### src/rtl/sub_pkg.sv
// Shared types and constants for the nibble-serial subtractor.
// Holds the FSM state encoding and the nibble width.
package sub_pkg;

  localparam int NW = 4;

  typedef enum logic [1:0] {
    IDLE = 2'd0,
    RUN  = 2'd1,
    DONE = 2'd2
  } state_t;

endpackage

### src/rtl/full_sub_4bit.sv
// 4-bit ripple-borrow subtractor: diff = x - y - bin.
// bout is the borrow out of bit 3.
module full_sub_4bit
  import sub_pkg::*;
(
  input  logic [NW-1:0] x,
  input  logic [NW-1:0] y,
  input  logic          bin,
  output logic [NW-1:0] diff,
  output logic          bout
);

  logic br;

  always_comb begin
    br   = bin;
    diff = '0;
    for (int i = 0; i < NW; i++) begin
      diff[i] = x[i] ^ y[i] ^ br;
      br      = (~x[i] & y[i]) | (~(x[i] ^ y[i]) & br);
    end
    bout = br;
  end

endmodule

### src/rtl/nibble_sub_seq.sv
// Nibble-serial subtractor: one 4-bit slice per RUN cycle,
// result held in DONE until the consumer takes it.
module nibble_sub_seq
  import sub_pkg::*;
#(
  parameter int NIB = 4
) (
  input  logic            clk,
  input  logic            rst,
  input  logic            in_valid,
  output logic            in_ready,
  input  logic [4*NIB-1:0] a,
  input  logic [4*NIB-1:0] b,
  input  logic            bin,
  output logic            out_valid,
  input  logic            out_ready,
  output logic [4*NIB-1:0] d,
  output logic            bout,
  output logic            zero
);

  localparam int W  = NW * NIB;
  localparam int CW = (NIB > 1) ? $clog2(NIB) : 1;
  localparam logic [CW-1:0] LAST = CW'(NIB - 1);

  state_t          state;
  logic [CW-1:0]   cnt;
  logic            brw;
  logic [W-1:0]    a_q;
  logic [W-1:0]    b_q;
  logic [W-1:0]    d_q;
  logic            bout_q;
  logic            zero_q;

  logic [NW-1:0]   a_nib;
  logic [NW-1:0]   b_nib;
  logic [NW-1:0]   nib_d;
  logic            nib_bo;
  logic [W-1:0]    d_nx;

  always_comb begin
    a_nib = '0;
    b_nib = '0;
    for (int i = 0; i < NIB; i++) begin
      if (cnt == CW'(i)) begin
        a_nib = a_q[NW*i +: NW];
        b_nib = b_q[NW*i +: NW];
      end
    end
  end

  full_sub_4bit u_sub (
    .x    (a_nib),
    .y    (b_nib),
    .bin  (brw),
    .diff (nib_d),
    .bout (nib_bo)
  );

  // d with the current nibble merged in; zero is judged on this
  always_comb begin
    d_nx = d_q;
    for (int i = 0; i < NIB; i++) begin
      if (cnt == CW'(i)) begin
        d_nx[NW*i +: NW] = nib_d;
      end
    end
  end

  always_ff @(posedge clk or posedge rst) begin
    if (rst) begin
      state  <= IDLE;
      cnt    <= '0;
      brw    <= 1'b0;
      a_q    <= '0;
      b_q    <= '0;
      d_q    <= '0;
      bout_q <= 1'b0;
      zero_q <= 1'b0;
    end else begin
      unique case (state)
        IDLE: begin
          if (in_valid) begin
            a_q   <= a;
            b_q   <= b;
            brw   <= bin;
            cnt   <= '0;
            state <= RUN;
          end
        end
        RUN: begin
          d_q <= d_nx;
          brw <= nib_bo;
          cnt <= cnt + CW'(1);
          if (cnt == LAST) begin
            bout_q <= nib_bo;
            zero_q <= (d_nx == '0);
            state  <= DONE;
          end
        end
        DONE: begin
          if (out_ready) begin
            state <= IDLE;
          end
        end
        default: state <= IDLE;
      endcase
    end
  end

  assign in_ready  = (state == IDLE);
  assign out_valid = (state == DONE);
  assign d         = d_q;
  assign bout      = bout_q;
  assign zero      = zero_q;

endmodule

### config.mk
export PLATFORM = sky130hd
export DESIGN_NAME = nibble_sub_seq
export DESIGN_NICKNAME = d
export VERILOG_FILES = /design/src/rtl/sub_pkg.sv /design/src/rtl/full_sub_4bit.sv /design/src/rtl/nibble_sub_seq.sv
export SDC_FILE = /design/constraint.sdc
export NUM_CORES = 1
export LEC_CHECK = 0
export BUFFER_PORTS_ARGS = -buffer_cell sky130_fd_sc_hd__buf_2
export CAP_MARGIN = 15
export CORE_MARGIN = 2
export CORE_UTILIZATION = 36
export DETAILED_ROUTE_END_ITERATION = 6
export GPL_ROUTABILITY_DRIVEN = 0
export HOLD_SLACK_MARGIN = 0.1
export MAX_ROUTING_LAYER = met4
export PLACE_DENSITY = 0.67
export SKIP_LAST_GASP = 1
export SYNTH_ARGS = -nofsm -noshare
export SYNTH_HDL_FRONTEND = slang
export SYNTH_SLANG_ARGS = --single-unit
### constraint.sdc
create_clock -name clk -period 11.6 [get_ports clk]
set_clock_uncertainty 0.05 [all_clocks]
set_input_delay 2.32 -clock clk [delete_from_list [all_inputs] [get_ports clk]]
set_output_delay 2.32 -clock clk [all_outputs]
set_load 0.02 [all_outputs]
After elaboration in Yosys (flattened, before gate mapping)
Cells that the tools add are included.

storage, ports and cells
  bits in registers = 55
  bits of input ports = 37
  output and inout bits = 20
  logic and storage cells = 73

cells by class
  $add $sub $neg = 1
  eq/ne operators = 8
  mux-type cells = 20
  bitwise logic cells = 28
  reduce and logical (&&, ||, !) cells = 8

operators with widths
  kind                                                    count
  2-to-1 mux 4 bit                                        12
  zero test 16 bit                                        1
  bitwise AND 1 bit                                       8
  2-to-1 mux 2 bit                                        4
  NOT 1 bit                                               8
  XOR 1 bit                                               8
  == test 2 bit (second input constant)                   3
  one-hot mux 2 bit (3 select lines)                      1
  AND reduction 2 bit                                     3
  == test 2 x 1 -> 1 bit (second input constant)          2
  zero test 2 bit                                         2
  inequality test 2 bit (second input constant)           2
  bitwise OR 1 bit                                        4
  one-hot mux 2 bit (2 select lines)                      1
  AND reduction 3 bit                                     1
  adder 2 x 1 -> 2 bit (second input constant)            1
  inequality test 2 x 1 -> 1 bit (second input constant)  1
  one-hot mux 1 bit (2 select lines)                      1
  nonzero test 2 bit                                      1
  2-to-1 mux 1 bit                                        1

Depth between registers and ports, before layout
Gate-level depths: netlist (run 1).

  word-level depth = 16
  depth in mapped cells = 16
  mapped depth without buffers = 15

By module
A second synthesis (run 1) with hierarchy kept.

second synthesis, totals
  cells, all modules = 271
  area total of the unflattened synthesis = 2695.1 um^2

by module, submodules not included
  module          times used  cells each  area each (um^2)  sequential area each (um^2)
  nibble_sub_seq  1           257         2577.5            1376.3
  full_sub_4bit   1           14          117.6             0.0

Least setup slack after synthesis (run 1)
OpenSTA, ideal clock, no wires.

  kind = reg-to-reg
  start point = reg cnt[0]
  end point = reg zero_q (netlist: zero)
  library setup time = 121 ps
  arrival = 3499 ps
  data required time = 11429 ps
  setup slack = 7930 ps
  stages on the path, launching flop included = 17
  buffers on the path = 2
  clock period less this slack = 3670 ps
  cells stage by stage = dfrtp_1 inv_1 ha_1 buf_2 buf_2 a21oi_1 a21oi_1 o21ai_0 fa_1 fa_1 fa_1 inv_1 fa_1 and2_1 o22ai_1 nor4_1 a22o_1

between the ends
  cells in the longest elaborated chain, start to end = 16
  elaborated cells on any way between the ends = 41
  those cells by class = eq/ne: 3; mux: 12; bitwise: 23; reduce/logical: 3

ends and longest elaborated chain
  item                            RTL line                                    text
  start: declaration              nibble_sub_seq.sv:27                        logic [CW-1:0] cnt;
  start signal: assignment        nibble_sub_seq.sv:94                        cnt <= cnt + CW'(1);
  zero test 2 bit                 nibble_sub_seq.sv:45, nibble_sub_seq.sv:64
  2-to-1 mux 4 bit (4 in series)  nibble_sub_seq.sv:45                        if (cnt == CW'(i)) begin
  XOR 1 bit                       full_sub_4bit.sv:19, full_sub_4bit.sv:20
  NOT 1 bit                       full_sub_4bit.sv:20                         br = (~x[i] & y[i]) | (~(x[i] ^ y[i]) & br);
  bitwise AND 1 bit               full_sub_4bit.sv:20
  bitwise OR 1 bit                full_sub_4bit.sv:20
  bitwise AND 1 bit               full_sub_4bit.sv:20
  bitwise OR 1 bit                full_sub_4bit.sv:20
  bitwise AND 1 bit               full_sub_4bit.sv:20
  bitwise OR 1 bit                full_sub_4bit.sv:20
  XOR 1 bit                       full_sub_4bit.sv:19                         diff[i] = x[i] ^ y[i] ^ br;
  2-to-1 mux 4 bit                nibble_sub_seq.sv:64                        if (cnt == CW'(i)) begin
  zero test 16 bit                nibble_sub_seq.sv:97                        zero_q <= (d_nx == '0);
  end signal: assignment          nibble_sub_seq.sv:97
  end: declaration                nibble_sub_seq.sv:33                        logic zero_q;

Several ways; a longest one is shown, not always the timed one.
A chain may end at the register's enable or synchronous reset.

Worst setup path after layout (run 1)
  start point = reg cnt[1]
  end point = reg zero_q (netlist: zero)

The elaborated chain is that of the path after synthesis.

==> impl_metrics.yaml, run 1 <==
run_status:
  status: "finished clean"
critical_path:
  crit_path_cell_trace: "inv_1, ha_1, nand3b_1, a21oi_1, a21oi_1, o21ai_0, fa_1, fa_1, fa_1, inv_1, fa_1, and2_1, o22ai_1, nor4_1, a22o_1"
  cpMaxStageDelayCell: "ha_1"
  required_ps: 11750
  cp_num_buf_inv: 2
  start_kind: "flop"
  path_common_cell: "fa_1"
  crit_type: "flop to flop"
  critical_path.top_delay_family: "adder cells"
  critPathCaptureType: "flop"
  crit_fanout: 20
  slowest_delay_ps: 620
  crit_arrival_ps: 4400
die:
  rows: 31
  die_h_microns: 90.2
  die-width_microns: 90.2
  coreArea_sq_mm: 0.00721
  ios: 57
  start_util_pct: 37.1
  die-area_sq_mm: 0.00813
route:
  ant_nets: 0
  firstDrtPassIters: 4
  routed_wl_mm: 5.67
  wire_per_inst_microns: 13.1
  routed_via_density: 4.70
  drtIter0Drc: 130
  num_vias: 2030
  drcViolationCount: 0
timing:
  post-route-period-util_pct: 36.7
  final_hold_viol_count: 0
  max_slew_margin_pct: 30.7
  setup_viol: 0
  worstMarginPinSlew_ps: 1040
  rsz0062_at_grt: "no"
  setup_tns_ps: 0
  min_period_ps: 4250
  drv_slew: 0
  max_freq_mhz: 235
global_routing:
  track_usage_pct: 15.1
  grt_pass1_vias: 2042
  busiest_layer: "met2"
  grt_pass1_wl_mm: 9.64
  grt_use_met3_pct: 3.60
  antenna_found_initial: 0
  grt_overflow_total: 0
  met1_usage_pct: 19.5
  grt_max_degree: 56
  grt_use_met2_pct: 23.9
logic_synthesis:
  synth_cell_types: 33
  yosysSeqAreaShare_pct: 51.5
  async_flop_share_pct: 100
  synth_area_sq_mm: 0.00267
  yosysMostFrequentCell: "nand2_1"
  synth-edff-count: 0
  yosys_warnings: 0
  ys.flop_type: "dfrtp_1"
  avgSynthCellArea_sq_um: 9.48
  syn_nets: 327
  synthTopCellsByArea: "dfrtp_1 51%, nand2_1 15%, mux2_2 5.5%"
  synth_area_leader_cell: "dfrtp_1"
  synthTopCellsByCount: "110 x nand2_1, 55 x dfrtp_1, 13 x a21oi_1, 13 x mux2_2, 11 x o21ai_0"
  synthCells: 282
  yosys_register_bits: 55
  yosysTopAreaCellShare_pct: 51.5
clock_tree:
  htreeDepth: 2
  clk_latency_ps: 310
  clkSinkCount: 55
  clockRootBuffer: "clkbuf_8"
  cts_hold_buf: 0
  cts_tree: "done"
  cts_made_buffers: 5
  path_clk_slew_ps: 90
  cts_resized: 0
  cts.path.max_buffers: 2
  cts_setup_buffers: 0
finish:
  diodes: 0
  syn_to_final_growth_pct: 16.5
  multiInputGateArea_sq_mm: 0.00116
  layout.nets: 377
  fin_cells: 432
  nFillCells: 757
  layout-drive-gt1-share_pct: 26.1
  register_area_sq_mm: 0.00138
  final_cell_area_sq_mm: 0.00312
pwr:
  peakVddDrop_mv: 0.116
  total_power_mw: 1.05
  powerDensity_mw_per_mm2: 336
  p_leak_nw: 1.58
worst_hold_path:
  hold_path.class: "flop to flop"
flow_run:
  cap_violations: 0
placement:
  io_buffers: 56
  placedCellCount: 423
  dp_hpwl_mm: 4.13
  placed_cell_area_sq_mm: 0.00298
## routing by layer
| metal | wire length (microns) | vias up |
|---|---|---|
| met5 | 0 | - |
| met3 | 249 | 7 |
| li1 | - | 1006 |
| met4 | 66 | 0 |
| met2 | 2690 | 45 |
| met1 | 2670 | 972 |
## power by group
| group | leakage, nW | switching (mW) | internal [mW] | total (mW) |
|---|---|---|---|---|
| Combinational | 0.845 | 0.342 | 0.228 | 0.571 |
| Clock | 0.0612 | 0.0600 | 0.0699 | 0.130 |
| Sequential | 0.676 | 0.0592 | 0.287 | 0.346 |
## kinds of logic (layout without fill, tap and decap cells)
group	after synthesis	count (layout)	synth area share [%]
fa+ha+maj	8	8	4.87
simple gates	149	149	25.1
flops	55	55	51.5
buf+inv	22	73	5.01
compound gates	35	35	8.05
mux	13	13	5.47
## through the flow
step                util (%)  setup slack [ps]  hold slack (ps)
finish                  43.2              7350              430
detailed placement      41.3              7400              414
global placement        41.3              7550              408
CTS                     42.9              7390              436
floorplan                  -              7890              388
global route            43.2              7090              460
## state kept, by name, summed over array words and instances, names as in the netlist
register / flops
d: 16
zero: 1
bout: 1
b_q: 16
state: 2
cnt: 2
a_q: 16
brw: 1
## path summary, 6_finish.rpt
path | start | endpoint | slack, ps | cells after the start
hold reg to reg | b_q[1]$_DFFE_PP0P_ | b_q[1]$_DFFE_PP0P_ | 430 | 2
setup / recovery | cnt[1]$_DFFE_PP0P_ | zero$_DFFE_PP0P_ | 7350 | 15
max in group asynchronous | rst | b_q[8]$_DFFE_PP0P_ | 8970 | 3
min in group asynchronous | rst | d[1]$_DFFE_PP0P_ | 1980 | 2
setup reg to reg | cnt[1]$_DFFE_PP0P_ | zero$_DFFE_PP0P_ | 7350 | 15
hold / removal | b_q[1]$_DFFE_PP0P_ | b_q[1]$_DFFE_PP0P_ | 430 | 2
## cell usage in the layout, fill, tap and decap left out, drive strengths merged, types with 2 or more instances in the layout
master,synthesis,layout
mux2,13,13
buf,14,58
and2,2,2
a21oi,13,13
nor3,7,7
clkbuf,1,6
o21ai,11,11
a221oi,4,4
inv,7,7
nand2,114,114
dfrtp,55,55
ha,4,4
o22ai,2,2
fa,4,4
nor2b,10,10
nand3b,4,4
nor2,8,8
## layout make-up
cell class              count  area share, %
clock inverters             2           1.12
flip-flops and latches     55           44.2
multi-input cells         205           37.3
clock buffers               6           2.65
repair buffers             58           9.88
inverters                   7          0.843
well taps                  99           3.98
## tightest hold or removal path, stage by stage (launching register included)
cell,delay [ps]
dfrtp_1,350
nand2_1,50
nand2_1,60
No activity file was read; power rests on OpenSTA's default activity.
==> run 2: changes to the inputs <==
==> constraint.sdc (replaced) <==
create_clock -name clk -period 4.43 [get_ports clk]
set_clock_uncertainty 0.05 [all_clocks]
set_input_delay 0.886 -clock clk [delete_from_list [all_inputs] [get_ports clk]]
set_output_delay 0.886 -clock clk [all_outputs]
set_load 0.02 [all_outputs]
==> run 2 against run 1 <==
  * Global-route usage is 0.19 points higher
  * Sequential cell count stayed put
  * Core utilization rose by 0.21 points
==> impl_metrics.yaml, run 2 (synthesis gave the netlist of run 1 again) <==
die:
  die_h_microns: 90.2
  rows: 31
  die-width_microns: 90.2
  die-area_sq_mm: 0.00813
  ios: 57
  start_util_pct: 37.1
  coreArea_sq_mm: 0.00721
route:
  wire_per_inst_microns: 13.4
  ant_nets: 0
  firstDrtPassIters: 4
  drcViolationCount: 0
  drtIter0Drc: 92
  num_vias: 2080
  routed_wl_mm: 5.84
  routed_via_density: 4.79
critical_path:
  crit_path_cell_trace: "inv_1, ha_1, buf_4, nor2b_1, a221oi_1, nor3_1, a21oi_1, fa_1, fa_1, fa_1, inv_1, fa_1, and2_1, o22ai_1, nor4_1, a22o_1"
  cp_num_buf_inv: 3
  rrSetupSlack_ps: 380
  cpMaxStageDelayCell: "fa_1"
  critical_path.top_delay_family: "adder cells"
  slowest_delay_ps: 480
  rr_endpoint: "zero$_DFFE_PP0P_"
  r2r_cells: 16
  required_ps: 4580
  path_common_cell: "fa_1"
  crit_fanout: 12
  worst-path-stages: 16
  crit_arrival_ps: 4200
  regToRegStartpoint: "cnt[1]$_DFFE_PP0P_"
  critPathCaptureType: "flop"
  start_kind: "flop"
  crit_type: "flop to flop"
global_routing:
  grt_pass1_wl_mm: 9.68
  grt_max_degree: 56
  grt_pass1_vias: 2042
  antenna_found_initial: 0
  track_usage_pct: 15.2
  grt_overflow_total: 0
finish:
  final_cell_area_sq_mm: 0.00313
  final_cell_mix: "110 x nand2_1, 56 x buf_2, 55 x dfrtp_1"
  layout.nets: 380
  syn_to_final_growth_pct: 17.1
  layout_commonest_cell: "nand2_1"
  fin_cells: 434
  diodes: 0
  layout-drive-gt1-share_pct: 26.3
placement:
  placedCellCount: 425
  placed_cell_area_sq_mm: 0.00299
  place_ws_ps: 429
  dp_hpwl_mm: 4.31
  io_buffers: 56
clock_tree:
  cts_setup_buffers: 0
  cts_tree: "done"
  cts.path.max_buffers: 2
  cts_hold_buf: 0
  clkSinkCount: 55
  clk_latency_ps: 310
  htreeDepth: 2
  path_clk_slew_ps: 90
  clockRootBuffer: "clkbuf_8"
  cts_made_buffers: 5
  cts_resized: 0
worst_hold_path:
  worstHoldPathCells: 2
  min_to: "a_q[13]$_DFFE_PP0P_"
  hp-start: "a_q[13]$_DFFE_PP0P_"
  hold_path.class: "flop to flop"
timing:
  setup_tns_ps: 0
  worst_slack_ps: 384
  final_hold_viol_count: 0
  rsz0062_at_grt: "no"
  max_freq_mhz: 247
  worstMarginPinSlew_ps: 1060
  max_slew_margin_pct: 29.4
  min_period_ps: 4050
  post-route-period-util_pct: 91.3
  drv_slew: 0
  setup_viol: 0
flow_run:
  cap_violations: 0
pwr:
  p_sw_share_pct: 44.3
  peakVddDrop_mv: 0.304
  powerDensity_mw_per_mm2: 879
  combPwrFrac_pct: 55.2
  seqPwrFrac_pct: 33.2
  p_int_mw: 1.53
  p_sw_mw: 1.22
  p_leak_nw: 1.59
  clock_power_share_pct: 11.7
run_status:
  status: "finished clean"
==> run 2: cell count changes in the layout (fill, tap and decap cells not counted), sizes merged <==
| cell | previous run | this run |
|---|---|---|
| buf | 58 | 61 |
| clkinv | 1 | 0 |
==> run 2: cell type report <==
type	count	area, sq um
Tap cell	99	124
Timing Repair Buffer	61	338
Multi-Input combinational cell	205	1160
Sequential cell	55	1380
Clock buffer	6	72.6
Fill cell	735	4080
Inverter	7	26.3
Clock inverter	1	30.0
==> run 2: worst max-delay path by stage <==
stage	slack (ps)	endpoint	from
after global placement	600	zero$_DFFE_PP0P_	cnt[0]$_DFFE_PP0P_
final	380	zero$_DFFE_PP0P_	cnt[1]$_DFFE_PP0P_
after global routing	190	zero$_DFFE_PP0P_	cnt[1]$_DFFE_PP0P_
after floorplan	760	zero$_DFFE_PP0P_	cnt[0]$_DFFE_PP0P_
after CTS	420	zero$_DFFE_PP0P_	cnt[1]$_DFFE_PP0P_
after detailed placement	430	zero$_DFFE_PP0P_	cnt[1]$_DFFE_PP0P_
==> run 2: worst register-to-register path: cells and delay by family (launching register included) <==
family	cells	cell delay, ps
fa+ha+maj	5	2010
simple gates	4	570
compound gates	4	530
flops	1	400
buf+inv	3	400
==> run 2: through the flow <==
stage               util [%]  power [mW]  hold WS [ps]
floorplan                  -        2.05           388
global placement        41.5        2.38           413
detailed placement      41.5        2.44           418
CTS                     42.9        2.76           440
global route            43.4        2.99           463
finish                  43.4        2.75           438
==> run 2: power by group through the flow <==
stage	combinational (mW)	sequential, mW	clock [mW]
2_1_floorplan	1.08	0.972	0
3_3_place_gp	1.46	0.919	0
3_5_place_dp	1.52	0.925	0
4_1_cts	1.52	0.915	0.326
5_1_grt	1.70	0.943	0.344
6_report	1.52	0.912	0.321
==> run 2: layer usage <==
layer / global-route usage [%] / part of all wire [%] / up-vias
met5: - / 0 / -
met1: 19.4 / 46 / 1008
met3: 3.10 / 3.9 / 9
met4: 4.62 / 1.5 / 0
li1: - / - / 1013
met2: 24.7 / 48 / 50
